## src/rtl/alu_issue_ctrl_pkg.sv

```systemverilog
// Shared constants and types for the ALU issue controller: flag positions,
// flag-mask bit order, ALU op encodings and the EFLAGS reset value.
package alu_issue_ctrl_pkg;

    localparam int unsigned DATA_W  = 32;
    localparam int unsigned OP_W    = 3;
    localparam int unsigned FMASK_W = 6;

    localparam logic [DATA_W-1:0] EFLAGS_RST_VAL = 32'h0000_0002;

    // Bit positions inside the EFLAGS / ALU flags vector
    localparam int unsigned FLAG_CF    = 0;
    localparam int unsigned FLAG_RSVD1 = 1;
    localparam int unsigned FLAG_PF    = 2;
    localparam int unsigned FLAG_AF    = 4;
    localparam int unsigned FLAG_ZF    = 6;
    localparam int unsigned FLAG_SF    = 7;
    localparam int unsigned FLAG_OF    = 11;

    // Bit positions inside a request flag mask
    localparam int unsigned FM_CF = 0;
    localparam int unsigned FM_PF = 1;
    localparam int unsigned FM_AF = 2;
    localparam int unsigned FM_ZF = 3;
    localparam int unsigned FM_SF = 4;
    localparam int unsigned FM_OF = 5;

    typedef enum logic [OP_W-1:0] {
        ALU_ADD = 3'd0,
        ALU_SUB = 3'd1,
        ALU_AND = 3'd2,
        ALU_OR  = 3'd3,
        ALU_XOR = 3'd4,
        ALU_ADC = 3'd5,
        ALU_SBB = 3'd6,
        ALU_CMP = 3'd7
    } alu_op_e;

    typedef struct packed {
        alu_op_e              op;
        logic [FMASK_W-1:0]   fmask;
        logic                 id;
    } issue_ctl_t;

    typedef struct packed {
        logic [FMASK_W-1:0]   fmask;
        logic                 id;
    } rsp_ctl_t;

    // Expand a 6-bit flag mask into a mask over the EFLAGS vector
    function automatic logic [DATA_W-1:0] fmask_to_bits(input logic [FMASK_W-1:0] fmask);
        logic [DATA_W-1:0] m;
        m          = '0;
        m[FLAG_CF] = fmask[FM_CF];
        m[FLAG_PF] = fmask[FM_PF];
        m[FLAG_AF] = fmask[FM_AF];
        m[FLAG_ZF] = fmask[FM_ZF];
        m[FLAG_SF] = fmask[FM_SF];
        m[FLAG_OF] = fmask[FM_OF];
        return m;
    endfunction

endpackage

```

## src/rtl/alu_issue_ctrl_arb.sv

```systemverilog
// alu_rr_arb2: two-way round-robin arbiter; the pointer moves only when a
// granted request is actually accepted downstream.
module alu_rr_arb2 (
    input  logic       clk,
    input  logic       reset,
    input  logic [1:0] req_valid,
    input  logic       accept_en,
    output logic [1:0] grant_c,
    output logic       fire_c,
    output logic       win_id_c
);

    logic last_id;

    // A requester is granted if the other is idle or it lost the last transfer
    always_comb begin
        grant_c[0] = !req_valid[1] || last_id;
        grant_c[1] = !req_valid[0] || !last_id;
        win_id_c   = req_valid[1] && grant_c[1];
        fire_c     = accept_en && |(req_valid & grant_c);
    end

    always_ff @(posedge clk) begin
        if (reset) begin
            last_id <= 1'b1;
        end else if (fire_c) begin
            last_id <= win_id_c;
        end
    end

endmodule

```

## src/rtl/alu_issue_ctrl.sv

```systemverilog
// Shares one combinational ALU between two requesters through a two-stage
// issue/result pipeline and maintains the architectural EFLAGS register.
module alu_issue_ctrl
    import alu_issue_ctrl_pkg::*;
#(
    parameter int unsigned  W          = DATA_W,
    parameter logic [W-1:0] EFLAGS_RST = W'(EFLAGS_RST_VAL)
) (
    input  logic               clk,
    input  logic               reset,
    input  logic               req0_valid,
    output logic               req0_ready,
    input  logic [W-1:0]       req0_a,
    input  logic [W-1:0]       req0_b,
    input  logic [OP_W-1:0]    req0_op,
    input  logic [FMASK_W-1:0] req0_fmask,
    input  logic               req1_valid,
    output logic               req1_ready,
    input  logic [W-1:0]       req1_a,
    input  logic [W-1:0]       req1_b,
    input  logic [OP_W-1:0]    req1_op,
    input  logic [FMASK_W-1:0] req1_fmask,
    output logic [W-1:0]       alu_a,
    output logic [W-1:0]       alu_b,
    output logic [OP_W-1:0]    alu_op,
    input  logic [W-1:0]       alu_out,
    input  logic [W-1:0]       alu_flags,
    output logic               rsp_valid,
    input  logic               rsp_ready,
    output logic               rsp_id,
    output logic [W-1:0]       rsp_result,
    output logic [W-1:0]       rsp_flags,
    input  logic               eflags_wr_en,
    input  logic [W-1:0]       eflags_wr_data,
    output logic [W-1:0]       eflags
);

    localparam logic [W-1:0] RSVD_BIT = W'(1) << FLAG_RSVD1;

    logic         s1_valid;
    logic [W-1:0] s1_a;
    logic [W-1:0] s1_b;
    issue_ctl_t   s1_ctl;
    rsp_ctl_t     s2_ctl;

    logic         s1_adv_c;
    logic         s2_adv_c;
    logic [1:0]   grant_c;
    logic         fire_c;
    logic         win_id_c;
    logic [W-1:0] flag_mask_c;
    logic [W-1:0] eflags_merged_c;

    assign s2_adv_c = !rsp_valid || rsp_ready;
    assign s1_adv_c = !s1_valid || s2_adv_c;

    alu_rr_arb2 u_arb (
        .clk       (clk),
        .reset     (reset),
        .req_valid ({req1_valid, req0_valid}),
        .accept_en (s1_adv_c),
        .grant_c   (grant_c),
        .fire_c    (fire_c),
        .win_id_c  (win_id_c)
    );

    assign req0_ready = grant_c[0] && s1_adv_c;
    assign req1_ready = grant_c[1] && s1_adv_c;

    assign alu_a  = s1_a;
    assign alu_b  = s1_b;
    assign alu_op = s1_ctl.op;
    assign rsp_id = s2_ctl.id;

    // Issue stage: capture the winning request
    always_ff @(posedge clk) begin
        if (reset) begin
            s1_valid <= 1'b0;
            s1_a     <= '0;
            s1_b     <= '0;
            s1_ctl   <= '0;
        end else if (s1_adv_c) begin
            s1_valid <= fire_c;
            if (fire_c) begin
                s1_a   <= win_id_c ? req1_a : req0_a;
                s1_b   <= win_id_c ? req1_b : req0_b;
                s1_ctl <= win_id_c ? '{op: alu_op_e'(req1_op), fmask: req1_fmask, id: 1'b1}
                                   : '{op: alu_op_e'(req0_op), fmask: req0_fmask, id: 1'b0};
            end
        end
    end

    // Result stage: holds the response stable while the consumer stalls
    always_ff @(posedge clk) begin
        if (reset) begin
            rsp_valid  <= 1'b0;
            rsp_result <= '0;
            rsp_flags  <= '0;
            s2_ctl     <= '0;
        end else if (s2_adv_c) begin
            rsp_valid <= s1_valid;
            if (s1_valid) begin
                rsp_result <= alu_out;
                rsp_flags  <= alu_flags;
                s2_ctl     <= '{fmask: s1_ctl.fmask, id: s1_ctl.id};
            end
        end
    end

    // Masked merge never touches bit 1, so it stays set
    always_comb begin
        flag_mask_c     = W'(fmask_to_bits(s2_ctl.fmask));
        eflags_merged_c = (eflags & ~flag_mask_c) | (rsp_flags & flag_mask_c);
    end

    // A direct write overrides a coincident response merge
    always_ff @(posedge clk) begin
        if (reset) begin
            eflags <= EFLAGS_RST;
        end else if (eflags_wr_en) begin
            eflags <= eflags_wr_data | RSVD_BIT;
        end else if (rsp_valid && rsp_ready) begin
            eflags <= eflags_merged_c;
        end
    end

endmodule

```

## config.mk

```make
export PLATFORM = sky130hd
export DESIGN_NAME = alu_issue_ctrl
export DESIGN_NICKNAME = d
export VERILOG_FILES = /design/src/rtl/alu_issue_ctrl_pkg.sv /design/src/rtl/alu_issue_ctrl_arb.sv /design/src/rtl/alu_issue_ctrl.sv
export SDC_FILE = /design/constraint.sdc
export NUM_CORES = 1
export LEC_CHECK = 0
export CAP_MARGIN = 20
export CELL_PAD_IN_SITES_DETAIL_PLACEMENT = 1
export CELL_PAD_IN_SITES_GLOBAL_PLACEMENT = 1
export CORE_MARGIN = 4
export CORE_UTILIZATION = 31
export CTS_CLUSTER_DIAMETER = 120
export CTS_CLUSTER_SIZE = 14
export DETAILED_ROUTE_END_ITERATION = 8
export PLACE_DENSITY_LB_ADDON = 0.3
export REMOVE_ABC_BUFFERS = 1
export SYNTH_ARGS = -nofsm -noshare
export SYNTH_HDL_FRONTEND = slang
export SYNTH_SLANG_ARGS = --single-unit
export TNS_END_PERCENT = 5
```

## constraint.sdc

```tcl
create_clock -name clk -period 2.25 [get_ports clk]
set_input_delay 0.3375 -clock clk [delete_from_list [all_inputs] [get_ports clk]]
set_output_delay 0.3375 -clock clk [all_outputs]
set_load 0.02 [all_outputs]
```

==> results.py <==
metrics = {
    "run_status": {
        "outcome": "completed",
    },
    "placement": {
        "dpl.hpwl_um": 21900,
        "portBuffers": 412,
        "gp_congestion": 0.795,
    },
    "floorplanning": {
        "num_io_pins": 415,
        "die_x_um": 167,
        "fp.dieArea_mm2": 0.0279,
        "start_util": 0.319,
        "coreArea_mm2": 0.0246,
        "rows": 57,
        "dieHeight_um": 167,
    },
    "yosys": {
        "yosysWarnings": 0,
        "syn-instance-count": 814,
        "synthTopCellsByArea": "dfxtp_1 (46%), a22oi_2 (11%), o32ai_1 (8.2%)",
        "synth.distinct_cells": 30,
        "synthArstFlopShare": 0,
        "yosysMostFrequentCell": "dfxtp_1",
        "ys_top_cells_by_count": "dfxtp_1 (179), nand3_1 (77), a21oi_1 (76)",
        "synth-edff-count": 0,
        "avgSynthCellArea_um2": 9.63,
        "synthFlopType": "dfxtp_1",
        "synth-seq-cells": 179,
        "ys_seq_area_frac": 0.457,
        "synth_top_cell_area_share": 0.457,
        "yosys.area.top_type": "dfxtp_1",
        "synth_area_mm2": 0.00784,
    },
    "grt": {
        "overflow": 0,
        "grt_first_pass_wirelength_um": 47500,
        "grt_max_degree": 180,
        "antenna_found_initial": 3,
        "first_global_vias": 8215,
        "grt_util_all_layers": 0.213,
    },
    "sta": {
        "worst_pin_slew_ns": 0.805,
        "maxSlewHeadroom": 0.463,
        "final_max_slew_viol_count": 0,
        "skew_ns": 0.0108,
        "hold_viol": 0,
        "fin_crit_sh": 0.960,
        "post-route-min-period_ns": 2.16,
        "setup_violations": 0,
        "rsz0062_at_grt": "no",
        "fmax_mhz": 463,
    },
    "critical_path": {
        "setup.worst_path.start_class": "primary input",
        "worstPathMaxFanout": 5,
        "endpoint_kind": "output pin",
        "arrival_ns": 1.82,
        "crit_type": "primary input to output pin",
        "cp_data_required_time_ns": 1.91,
    },
    "cells_and_area": {
        "finish.utilization": 0.520,
        "nets": 1416,
        "regArea_mm2": 0.00358,
        "fill_cells": 2714,
        "drive_above_1_share": 0.115,
        "multi_input_area_mm2": 0.00370,
        "synthToLayoutAreaGrowth_pct": 63.4,
    },
    "worst_hold_path": {
        "hold_path.class": "primary input to register",
    },
    "flow_run": {
        "maxCapViolations": 0,
    },
    "clocking": {
        "cts_tree": "built",
        "clock_latency_ns": 0.43,
        "cts_hold_repair.buffers": 0,
        "clockBufferDepth": 2,
        "clkSlewWorstSetupHoldPaths_ns": 0.07,
        "htree_levels": 4,
        "root_buffer": "clkbuf_16",
        "ctsResizeCount": 0,
        "clock-sinks": 179,
        "cts_made_buffers": 17,
        "cts_setup_buffers": 0,
    },
    "route": {
        "vias_per_cell": 5.22,
        "dr.pass1.iters": 4,
        "drc_errors": 0,
        "drt-initial-drc-count": 404,
        "vias": 7864,
        "wirelength_um": 30900,
        "wl_per_cell_um": 20.5,
        "antenna_left": 0,
    },
    "power": {
        "p_int_w": 0.00647,
        "p_clk_frac": 0.359,
        "p_leak_nw": 4.56,
        "seqPwrFrac": 0.398,
        "power_density_mw_per_mm2": 704,
        "peakVddDrop_mv": 0.423,
        "switching_share": 0.282,
        "fin_total_pwr_w": 0.00901,
        "switchingPower_w": 0.00254,
        "combPwrFrac": 0.243,
    },
}
power groups by stage:
stage	combinational [W]	clock, W	sequential, W
finish	0.00219	0.00323	0.00358
global placement	0.00218	0	0.00364
CTS	0.00222	0.00333	0.00359
floorplan	0.000603	0	0.00396
global route	0.00233	0.00345	0.00362
detailed placement	0.00221	0	0.00365
stage by stage:
step | instances | worst slack [ns] | cell area [µm²] | setup TNS (ns) | hold WS, ns
2_1_floorplan | 712 | -2.72 | 7290 | -255.97 | 0.407
3_3_place_gp | 1473 | 0.140 | 12200 | 0 | 0.460
3_5_place_dp | 1473 | 0.124 | 12200 | 0 | 0.468
4_1_cts | 1504 | 0.115 | 12800 | 0 | 0.391
5_1_grt | 1507 | 0.0485 | 12800 | 0 | 0.398
6_report | 1507 | 0.0903 | 12800 | 0 | 0.407
cell usage in the layout (no fill, tap or decap), types with 2 or more instances in the layout:
master / synthesis / routed
a2111oi_0: 6 / 6
a21oi_1: 76 / 76
a22oi_1: 3 / 3
a22oi_2: 70 / 70
buf_12: 7 / 12
buf_4: 4 / 14
bufinv_16: 0 / 4
clkbuf_16: 0 / 17
clkdlybuf4s50_1: 0 / 410
clkinv_4: 0 / 2
dfxtp_1: 179 / 178
diode_2: 0 / 3
inv_1: 7 / 6
inv_2: 1 / 2
inv_6: 0 / 4
mux2i_1: 25 / 25
nand2b_1: 75 / 74
nand3_1: 77 / 77
nor2_1: 27 / 27
nor2b_4: 0 / 2
nor3_1: 6 / 6
nor3b_1: 6 / 6
o21ai_0: 56 / 56
o21ai_1: 17 / 17
o32ai_1: 73 / 73
layout make-up:
cell class / count / share of cell area
repair buffers: 437 / 0.348
multi-input cells: 525 / 0.289
flip-flops and latches: 179 / 0.280
clock buffers: 18 / 0.0335
well taps: 324 / 0.0317
clock inverters: 13 / 0.0153
inverters: 8 / 0.00235
diodes: 3 / 0.000586
sequential cells by signal (all words and copies together) (netlist names), named ones only:
register and flops:
u_arb.last_id 1, alu_op 3, flag_mask_c 6, alu_a 32
eflags 25, rsp_flags 32, s1_valid 1, s1_ctl 7
alu_b 32, rsp_id 1, rsp_result 32, rsp_valid 1
kinds of logic (layout without fill, tap and decap cells):
family	count (synthesis)	in the layout	synth area share
AOI/OAI and AO/OA	302	302	0.299
other	1	4	0.000478
DFF	179	179	0.457
and+or+nand+nor	197	197	0.138
muxes	25	25	0.0319
buffers and inverters	110	476	0.0734
worst max-delay path, stage by stage:
cell             delay (ns)
clkdlybuf4s50_1        0.49
and3b_4                0.23
a21oi_1                0.13
clkdlybuf4s50_1        0.63
worst paths after layout:
check,from,end,slack (ns),cells past startpoint
hold reg to reg,rsp_result[3],rsp_result[3],0.48,2
setup reg to reg,s1_valid,rsp_flags[17],0.69,4
hold / removal,reset,alu_a[20],0.41,3
setup / recovery,rsp_ready,req1_ready,0.09,4
per-layer routing:
metal / track usage / part of all wire / routed length [µm]
met1: 0.251 / 0.40 / 12400
met2: 0.366 / 0.51 / 15600
met3: 0.0623 / 0.068 / 2100
met4: 0.0786 / 0.027 / 833
met5: 0 / 0 / 0
Power figures use the tool's default switching activity.
